**src/rtl/ahb_mailbox_mc.sv**
```systemverilog
// Multi-channel AHB-Lite mailbox: per-channel message FIFO with count, threshold interrupt and flush.
// Define AHB_MAILBOX_ERR_RESP_EN to answer illegal accesses with a two-cycle ERROR response.
module ahb_mailbox_mc #(
  parameter int ADDR_WIDTH = 32,
  parameter int DATA_WIDTH = 32,
  parameter int NUM_CH     = 4,
  parameter int DEPTH      = 16
) (
  input  logic                  hclk,
  input  logic                  hreset,
  input  logic                  hsel,
  input  logic [ADDR_WIDTH-1:0] haddr,
  input  logic [1:0]            htrans,
  input  logic [2:0]            hsize,
  input  logic                  hwrite,
  input  logic                  hready,
  input  logic [DATA_WIDTH-1:0] hwdata,
  output logic                  hreadyout,
  output logic [1:0]            hresp,
  output logic [DATA_WIDTH-1:0] hrdata,
  output logic [NUM_CH-1:0]     irq,
  output logic                  mailbox_intr
);
  localparam int AW = $clog2(DEPTH);
  localparam int PW = AW + 1;

  typedef enum logic [1:0] {REG_DATA, REG_STATUS, REG_CTRL, REG_IRQ} reg_e;

  logic          dp_valid, dp_legal, dp_write;
  logic [3:0]    dp_ch;
  reg_e          dp_reg;
  logic          a_valid, a_legal, acc;

  logic [PW-1:0] wr_ptr [NUM_CH];
  logic [PW-1:0] rd_ptr [NUM_CH];
  logic [PW-1:0] wr_n   [NUM_CH];
  logic [PW-1:0] rd_n   [NUM_CH];
  logic [PW-1:0] cnt    [NUM_CH];
  logic [10:0]   thr    [NUM_CH];
  logic [10:0]   thr_n  [NUM_CH];
  logic [NUM_CH-1:0] irq_en, en_n, pend, pend_n, ovf, ovf_n, udf, udf_n;
  logic [NUM_CH-1:0] empty, full, push;
  logic [DATA_WIDTH-1:0] mem [NUM_CH][DEPTH];
  logic          unused_bits;

  assign unused_bits = ^{haddr[ADDR_WIDTH-1:8], htrans[0]};
  assign a_valid = hsel & hready & htrans[1];
  assign a_legal = ({1'b0, haddr[7:4]} < 5'(NUM_CH)) && (hsize == 3'b010) && (haddr[1:0] == 2'b00);
  assign acc     = dp_valid & dp_legal & hready;

  always_ff @(posedge hclk or posedge hreset) begin
    if (hreset) begin
      dp_valid <= 1'b0;
      dp_legal <= 1'b0;
      dp_write <= 1'b0;
      dp_ch    <= '0;
      dp_reg   <= REG_DATA;
    end else if (hready) begin
      dp_valid <= a_valid;
      dp_legal <= a_legal;
      dp_write <= hwrite;
      dp_ch    <= haddr[7:4];
      dp_reg   <= reg_e'(haddr[3:2]);
    end
  end

  always_comb begin
    for (int unsigned c = 0; c < NUM_CH; c++) begin
      cnt[c]   = wr_ptr[c] - rd_ptr[c];
      empty[c] = (wr_ptr[c] == rd_ptr[c]);
      full[c]  = ((wr_ptr[c] ^ rd_ptr[c]) == {1'b1, {AW{1'b0}}});
    end
  end

  // Single access per cycle, so at most one channel/register changes; set-over-clear holds trivially.
  always_comb begin
    wr_n   = wr_ptr;
    rd_n   = rd_ptr;
    thr_n  = thr;
    en_n   = irq_en;
    pend_n = pend;
    ovf_n  = ovf;
    udf_n  = udf;
    push   = '0;
    for (int unsigned c = 0; c < NUM_CH; c++) begin
      if (acc && dp_ch == 4'(c)) begin
        case (dp_reg)
          REG_DATA: begin
            if (dp_write) begin
              if (full[c]) begin
                ovf_n[c] = 1'b1;
              end else begin
                push[c] = 1'b1;
                wr_n[c] = wr_ptr[c] + 1'b1;
                if (thr[c] != '0 && 11'(cnt[c]) + 11'd1 == thr[c]) pend_n[c] = 1'b1;
              end
            end else if (empty[c]) begin
              udf_n[c] = 1'b1;
            end else begin
              rd_n[c] = rd_ptr[c] + 1'b1;
            end
          end
          REG_STATUS: if (dp_write) begin
            ovf_n[c] = ovf[c] & ~hwdata[18];
            udf_n[c] = udf[c] & ~hwdata[19];
          end
          REG_CTRL: if (dp_write) begin
            thr_n[c] = hwdata[10:0];
            en_n[c]  = hwdata[16];
            if (hwdata[17]) rd_n[c] = wr_ptr[c];
          end
          default: if (dp_write) pend_n[c] = pend[c] & ~hwdata[0];
        endcase
      end
    end
  end

  always_ff @(posedge hclk or posedge hreset) begin
    if (hreset) begin
      for (int unsigned c = 0; c < NUM_CH; c++) begin
        wr_ptr[c] <= '0;
        rd_ptr[c] <= '0;
        thr[c]    <= '0;
      end
      irq_en       <= '0;
      pend         <= '0;
      ovf          <= '0;
      udf          <= '0;
      irq          <= '0;
      mailbox_intr <= 1'b0;
    end else begin
      wr_ptr       <= wr_n;
      rd_ptr       <= rd_n;
      thr          <= thr_n;
      irq_en       <= en_n;
      pend         <= pend_n;
      ovf          <= ovf_n;
      udf          <= udf_n;
      irq          <= pend_n & en_n;
      mailbox_intr <= |(pend_n & en_n);
    end
  end

  always_ff @(posedge hclk) begin
    for (int unsigned c = 0; c < NUM_CH; c++) begin
      if (push[c]) mem[c][wr_ptr[c][AW-1:0]] <= hwdata;
    end
  end

  always_comb begin
    hrdata = '0;
    if (dp_valid && dp_legal && !dp_write) begin
      for (int unsigned c = 0; c < NUM_CH; c++) begin
        if (dp_ch == 4'(c)) begin
          case (dp_reg)
            REG_DATA:   hrdata = empty[c] ? '0 : mem[c][rd_ptr[c][AW-1:0]];
            REG_STATUS: hrdata = DATA_WIDTH'({12'b0, udf[c], ovf[c], full[c], empty[c], 5'b0, 11'(cnt[c])});
            REG_CTRL:   hrdata = DATA_WIDTH'({15'b0, irq_en[c], 5'b0, thr[c]});
            default:    hrdata = DATA_WIDTH'(pend[c]);
          endcase
        end
      end
    end
  end

`ifdef AHB_MAILBOX_ERR_RESP_EN
  logic rdy_q, err_q;

  always_ff @(posedge hclk or posedge hreset) begin
    if (hreset) begin
      rdy_q <= 1'b1;
      err_q <= 1'b0;
    end else if (!rdy_q) begin
      rdy_q <= 1'b1;
      err_q <= 1'b1;
    end else if (a_valid && !a_legal) begin
      rdy_q <= 1'b0;
      err_q <= 1'b1;
    end else begin
      err_q <= 1'b0;
    end
  end

  assign hreadyout = rdy_q;
  assign hresp     = {1'b0, err_q};
`else
  assign hreadyout = 1'b1;
  assign hresp     = '0;
`endif
endmodule

```
**config.mk**
```make
export PLATFORM = sky130hd
export DESIGN_NAME = ahb_mailbox_mc
export DESIGN_NICKNAME = d
export VERILOG_FILES = /design/src/rtl/ahb_mailbox_mc.sv
export SDC_FILE = /design/constraint.sdc
export NUM_CORES = 2
export LEC_CHECK = 0
export ABC_AREA = 0
export CAP_MARGIN = 15
export CORE_ASPECT_RATIO = 1.4
export CORE_MARGIN = 2
export CORE_UTILIZATION = 55
export CTS_BUF_LIST = sky130_fd_sc_hd__clkbuf_4
export CTS_CLUSTER_DIAMETER = 50
export DETAILED_ROUTE_END_ITERATION = 10
export PLACE_DENSITY = 0.82
export RECOVER_POWER = 100
export SYNTH_ARGS = -nofsm -noshare
export SYNTH_HDL_FRONTEND = slang
export SYNTH_SLANG_ARGS = --single-unit
```
**constraint.sdc**
```tcl
create_clock -name hclk -period 7.67 [get_ports hclk]
set_clock_uncertainty 0.1 [all_clocks]
set_input_delay 1.1505 -clock hclk [delete_from_list [all_inputs] [get_ports hclk]]
set_output_delay 1.1505 -clock hclk [all_outputs]
set_load 0.02 [all_outputs]
```
# --- Word-level counts from Yosys, hierarchy flattened ---
# Memory sizes are Yosys's and may differ from the RTL's.
# Index checks and enable logic that the tools add are counted.
# Widths: inputs -> output; s select.
op_classes:
  magnitude_cmp: 13
  bitwise: 36
  addsub: 16
  n_reduce_logical: 51
  mux: 154
  eq_ne: 35
op_table:
  columns: ["cell", "count"]
  rows:
  - ["$mux 512", 10]
  - ["$reduce_or 512->1", 3]
  - ["$mux 32", 21]
  - ["$bmux 32 s4", 4]
  - ["$demux 32 s4", 4]
  - ["$pmux 32 s3", 4]
  - ["$mux 5", 16]
  - ["$mux 1", 76]
  - ["$eq 6x11->1", 4]
  - ["$reduce_bool 11->1", 4]
  - ["$add 5x1->5 const B", 8]
  - ["$ge 5x5->1 const B", 8]
  - ["$not 4->5", 8]
  - ["$pmux 5 s2", 4]
  - ["$reduce_and 5->1", 8]
  - ["$ne 2x2->1 const B", 17]
  - ["$add 5x1->6 const B", 4]
  - ["$pmux 1 s2", 12]
  - ["$reduce_and 6->1", 4]
  - ["$eq 5x5->1", 4]
  - ["$eq 5x5->1 const B", 4]
  - ["$lt 5x1->1 const B", 4]
  - ["$sub 5x5->5", 4]
  - ["$xor 5x5->5", 4]
  - ["other kinds (19)", 66]
totals:
  ramBits: 2048
  output_inout_bits: 40
  register_bits: 114
  memories: 1
  word_cells: 335
memory_table:
  columns: ["name", "words", "word_bits", "read_ports", "rd_clocked_by_memory_dff", "write_ports", "line", "source"]
  rows:
  - ["mem", 4, 512, 4, 0, 1, "43", "logic [DATA_WIDTH-1:0] mem [NUM_CH][DEPTH];"]

# --- Longest topological paths before layout ---
depth:
  word_depth: 12
  ltp_mapped: 14
  mapped_depth_nobuf: 12

# --- Least setup slack after synthesis ---
# Ideal clock, no wire load.
synth_timing:
  path_type: "flip-flop to flip-flop"
  from: "reg rd_ptr[12] in the netlist's numbering"
  to: "mem mem[1][384] in the netlist's numbering, enable pin"
  setup_slack_ps: 2239
  arrival_ps: 4870
  setup_ps: 461
  period_less_slack_ps: 5431
  t_required_ps: 7109
  path_stages_with_launch: 11
  cell_sequence: "dfrtp_1 -> clkbuf_1 -> clkbuf_1 -> clkbuf_1 -> inv_1 -> ha_1 -> and4_1 -> nor2b_1 -> nor3_2 -> nand2_1 -> nor3_1"
synth_between:
  elab_chain_cells: 12
  word_cells_on_any_way: 15
synth_lines:
  columns: ["item", "line", "source"]
  rows:
  - ["start, declared", "35", "logic [PW-1:0] rd_ptr [NUM_CH];"]
  - ["start signal, assigned", "133", "rd_ptr <= rd_n;"]
  - ["$xor 5x5->5 *", "71", "full[c] = ((wr_ptr[c] ^ rd_ptr[c]) == {1'b1, {AW{1'b0}}});"]
  - ["$eq 5x5->1 *", "71", null]
  - ["$mux 1 *", "90", "if (full[c]) begin"]
  - ["$mux 1 *", "89", "if (dp_write) begin"]
  - ["$mux 1 *", "87", "case (dp_reg)"]
  - ["$mux 1 *", "86", "if (acc && dp_ch == 4'(c)) begin"]
  - ["$mux 1 *", "146", "if (push[c]) mem[c][wr_ptr[c][AW-1:0]] <= hwdata;"]
  - ["$mux 512 (implied by the code) *", "146", null]
  - ["$reduce_or 512->1 (no line)", null, null]
  - ["$mux 2 (no line) or $mux 512 (tied branches) (3 in a row)", null, null]
  - ["end, declared", "43", null]
# Mark *: on every way between the ends. The rest lies on a longest branch, timed or not.

# --- Worst setup path in the final report ---
layout_timing:
  from: "reg rd_ptr[0] in the netlist's numbering"
  to: "out hrdata[25]"
layout_between:
  elab_chain_cells: 8
  word_cells_on_any_way: 9
layout_lines:
  columns: ["item", "line", "source"]
  rows:
  - ["$not 4->5 (implied by the code)", "156", "REG_DATA: hrdata = empty[c] ? '0 : mem[c][rd_ptr[c][AW-1:0]];"]
  - ["$bmux 32 s4", "156", null]
  - ["$mux 32 (implied by the code) (2 in a row)", "156", null]
  - ["$mux 32 *", "156", null]
  - ["$pmux 32 s3 *", "155", "case (dp_reg)"]
  - ["$mux 32 *", "154", "if (dp_ch == 4'(c)) begin"]
  - ["$mux 32 *", "152", "if (dp_valid && dp_legal && !dp_write) begin"]
  - ["end, declared", "20", "output logic [DATA_WIDTH-1:0] hrdata,"]
# Mark *: on every way between the ends. The rest lies on a longest branch, timed or not. The select of a mux whose other input is x is not followed.

==> metrics <==
Seq/Total Area, Yosys between 70% and 80%; Worst-Skew Late Latency about 1.4 ns; Mapped Area 85800 µm²; GR peak layer met2; Post-synth top flop edfxtp_1; gr ovfl total 0; final hold vios 0; Critical Path Fanout Max 36; Iteration-0 DRC Markers 6013; Slew @ Worst Pin roughly 3.9 ns; Post-CTS Setup Bufs 0; max cap viols approximately 110; placed insts around 6000; Reg2Reg Depth 7; Syn Inst Count ~3900; CP endpoint kind output pin; number of synthesized register bits 2162; WL/cell 31.6 µm; Final setup viols 0; largest net degree at the start of global routing 132; clk root buf clkbuf_4; CTS Hold Buffers Added 0; Routed Antenna Nets 0; DP Worst Slack approximately 1.9 ns; CP Class reg2out; P per Cell Area 229 nW/µm²; Die Span Y approximately 470 µm; Max rail drop VDD roughly 0.17 mV; Total Wirelength between 200000 and 250000 µm; Relative slew margins -158%; startpoint types flop; CP required ~6.4 ns; Min-Delay Path Class in2reg; Synth cell types between 70 and 80; max FFs per register 2048; DRC violations left 0; Reg-to-Reg End mem[1][91]; Max H-tree Level 5; GR Util met1 a little over a third; vias in the first global route between 40000 and 50000; Syn. warnings 0; global-route wire length before repair a little over 300000 µm; via count 43738; cts bufs inserted 460; CTS tree yes; static leakage a little under 30 nW; Initial Utilization roughly 55%; clock-pin slew on the worst setup and hold paths roughly 0.070 ns; Die Footprint 159000 µm²; total negative setup slack 0 ns; Worst R2R Setup Slack 0.89 ns; Vias per Instance approximately 6.4; status complete, but fails checks; met2 usage roughly 44%; Core Footprint about 150000 µm²; Post-synth EDFFs slightly above 2000; Synth Area per Inst ~22 µm²; count of pins over their slew limit between 3000 and 4000; Worst Hold Path Cells 1; Tmin final ~7.4 ns; layout cells sized above 1 between 30% and 40%; post-cts resize count 0; CTS Buffer Depth 4; WP data arrival between 6 and 7 ns; fin crit share a little over nine tenths; HPWL Detailed about 120000 µm; Layout Nets roughly 4500; FMAX ~140 MHz; All-Layer GR Usage around 27%; synth-to-layout area growth 9.92%; hold endpoint mem[3][430]; Rows approximately 170; post-route insts no fill 6793; Async S/R FF share, synth 5.27%; drt pass-1 iters 6; Clock Sinks between 2000 and 2500; num ports between 100 and 150; Worst R2R Start rd_ptr[10]; die extent in x 338 µm; Port Buffer Count 85; violated checks capacitance limit, slew limit; initial antenna violation count 23; worst hold start hwdata[14]; gpl congestion 0.957; worst setup margin 0.315 ns; RSZ-0062 raised after global routing no; routing usage on met3 around 6.2%
[per-stage QoR]
stage	hold WS, ns	total power, W	util [%]	instance area [µm²]
global placement	0.393	0.0136	57.8	89500
finish	0.265	0.0216	60.9	94300
detailed placement	0.400	0.0136	57.8	89500
global route	0.221	0.0223	60.8	94200
floorplan	0.365	0.0133	-	85800
CTS	0.125	0.0217	61.3	95000
[worst max-delay path by stage]
stage	from	endpoint	cells after the start	slack, ns
final	rd_ptr[0]	hrdata[25]	6	0.32
after detailed placement	rd_ptr[16]	hrdata[16]	10	1.90
after global routing	rd_ptr[16]	hrdata[19]	10	0.09
after CTS	rd_ptr[16]	hrdata[16]	10	0.44
after global placement	rd_ptr[6]	hrdata[3]	8	1.88
after floorplan	rd_ptr[12]	mem[1][384]	10	2.24
[synthesized netlist by cell type (all sizes together), types with 10 or more instances]
library cell	number	area (µm²)
o21ai	67	335
a221oi	27	236
nor2	89	334
a21oi	96	480
nand4	13	81.3
dfrtp	114	2850
mux2	49	552
edfxtp	2048	61500
nor4	27	184
nor3	44	230
mux4	640	14400
nand2b	14	87.6
or2	10	62.6
a22oi	28	210
xnor2	36	315
and3	12	75.1
buf	126	790
ha	44	551
inv	51	191
nand3	28	140
a221o	15	150
nand2	90	340
mux2i	11	110
a31oi	12	75.1
xor2	15	131
clkbuf	88	332
[routing by layer]
layer | part of all wire (%) | up-vias
met5 | 0.042 | -
met4 | 6.0 | 14
met3 | 11 | 580
met2 | 50 | 2867
met1 | 33 | 22464
li1 | - | 17813
[power by group]
part / total [W] / switching (W) / leakage, nW / internal (W)
Clock: 0.00822 / 0.00421 / 3.31 / 0.00401
Combinational: 0.000448 / 0.000366 / 6.13 / 0.0000822
Sequential: 0.0129 / 0.0000179 / 19.9 / 0.0129
[cells by family after synthesis]
family	share of synthesized area [%]
AOI/OAI and AO/OA	2.39
xor gates and xnor gates	0.573
adders and majority gates	0.735
buffers and inverters	1.53
DFF	75.0
muxes	17.6
other	0.00876
and+or+nand+nor	2.14
[critical path, stage by stage, from the launching register on]
cell and delay, ns:
dfrtp_4 0.92, clkbuf_2 0.84, mux4_2 0.61, mux4_2 0.58, a22oi_1 0.73, a21oi_1 0.29
dlygate4sd3_1 0.74
[final cells by class]
type,instances,area (µm²)
multi-input combinational,1484,20100
inverter,51,193
antenna,14,35.0
clock buffer,625,4690
tap,2076,2600
sequential,2162,64400
clock inverter,161,841
fill,10475,60600
timing repair buffer,220,1390
[layout by cell type (no fill, tap or decap), types with 67 or more instances in the layout]
cell type,synthesis,routed
a21oi_1,96,96
clkbuf_1,87,113
clkbuf_4,0,626
clkinv_1,0,111
dfrtp_1,114,102
edfxtp_1,2048,2048
mux4_2,640,640
nand2_1,89,90
nor2_1,89,85
o21ai_0,67,67
Power figures use the tool's default switching activity.
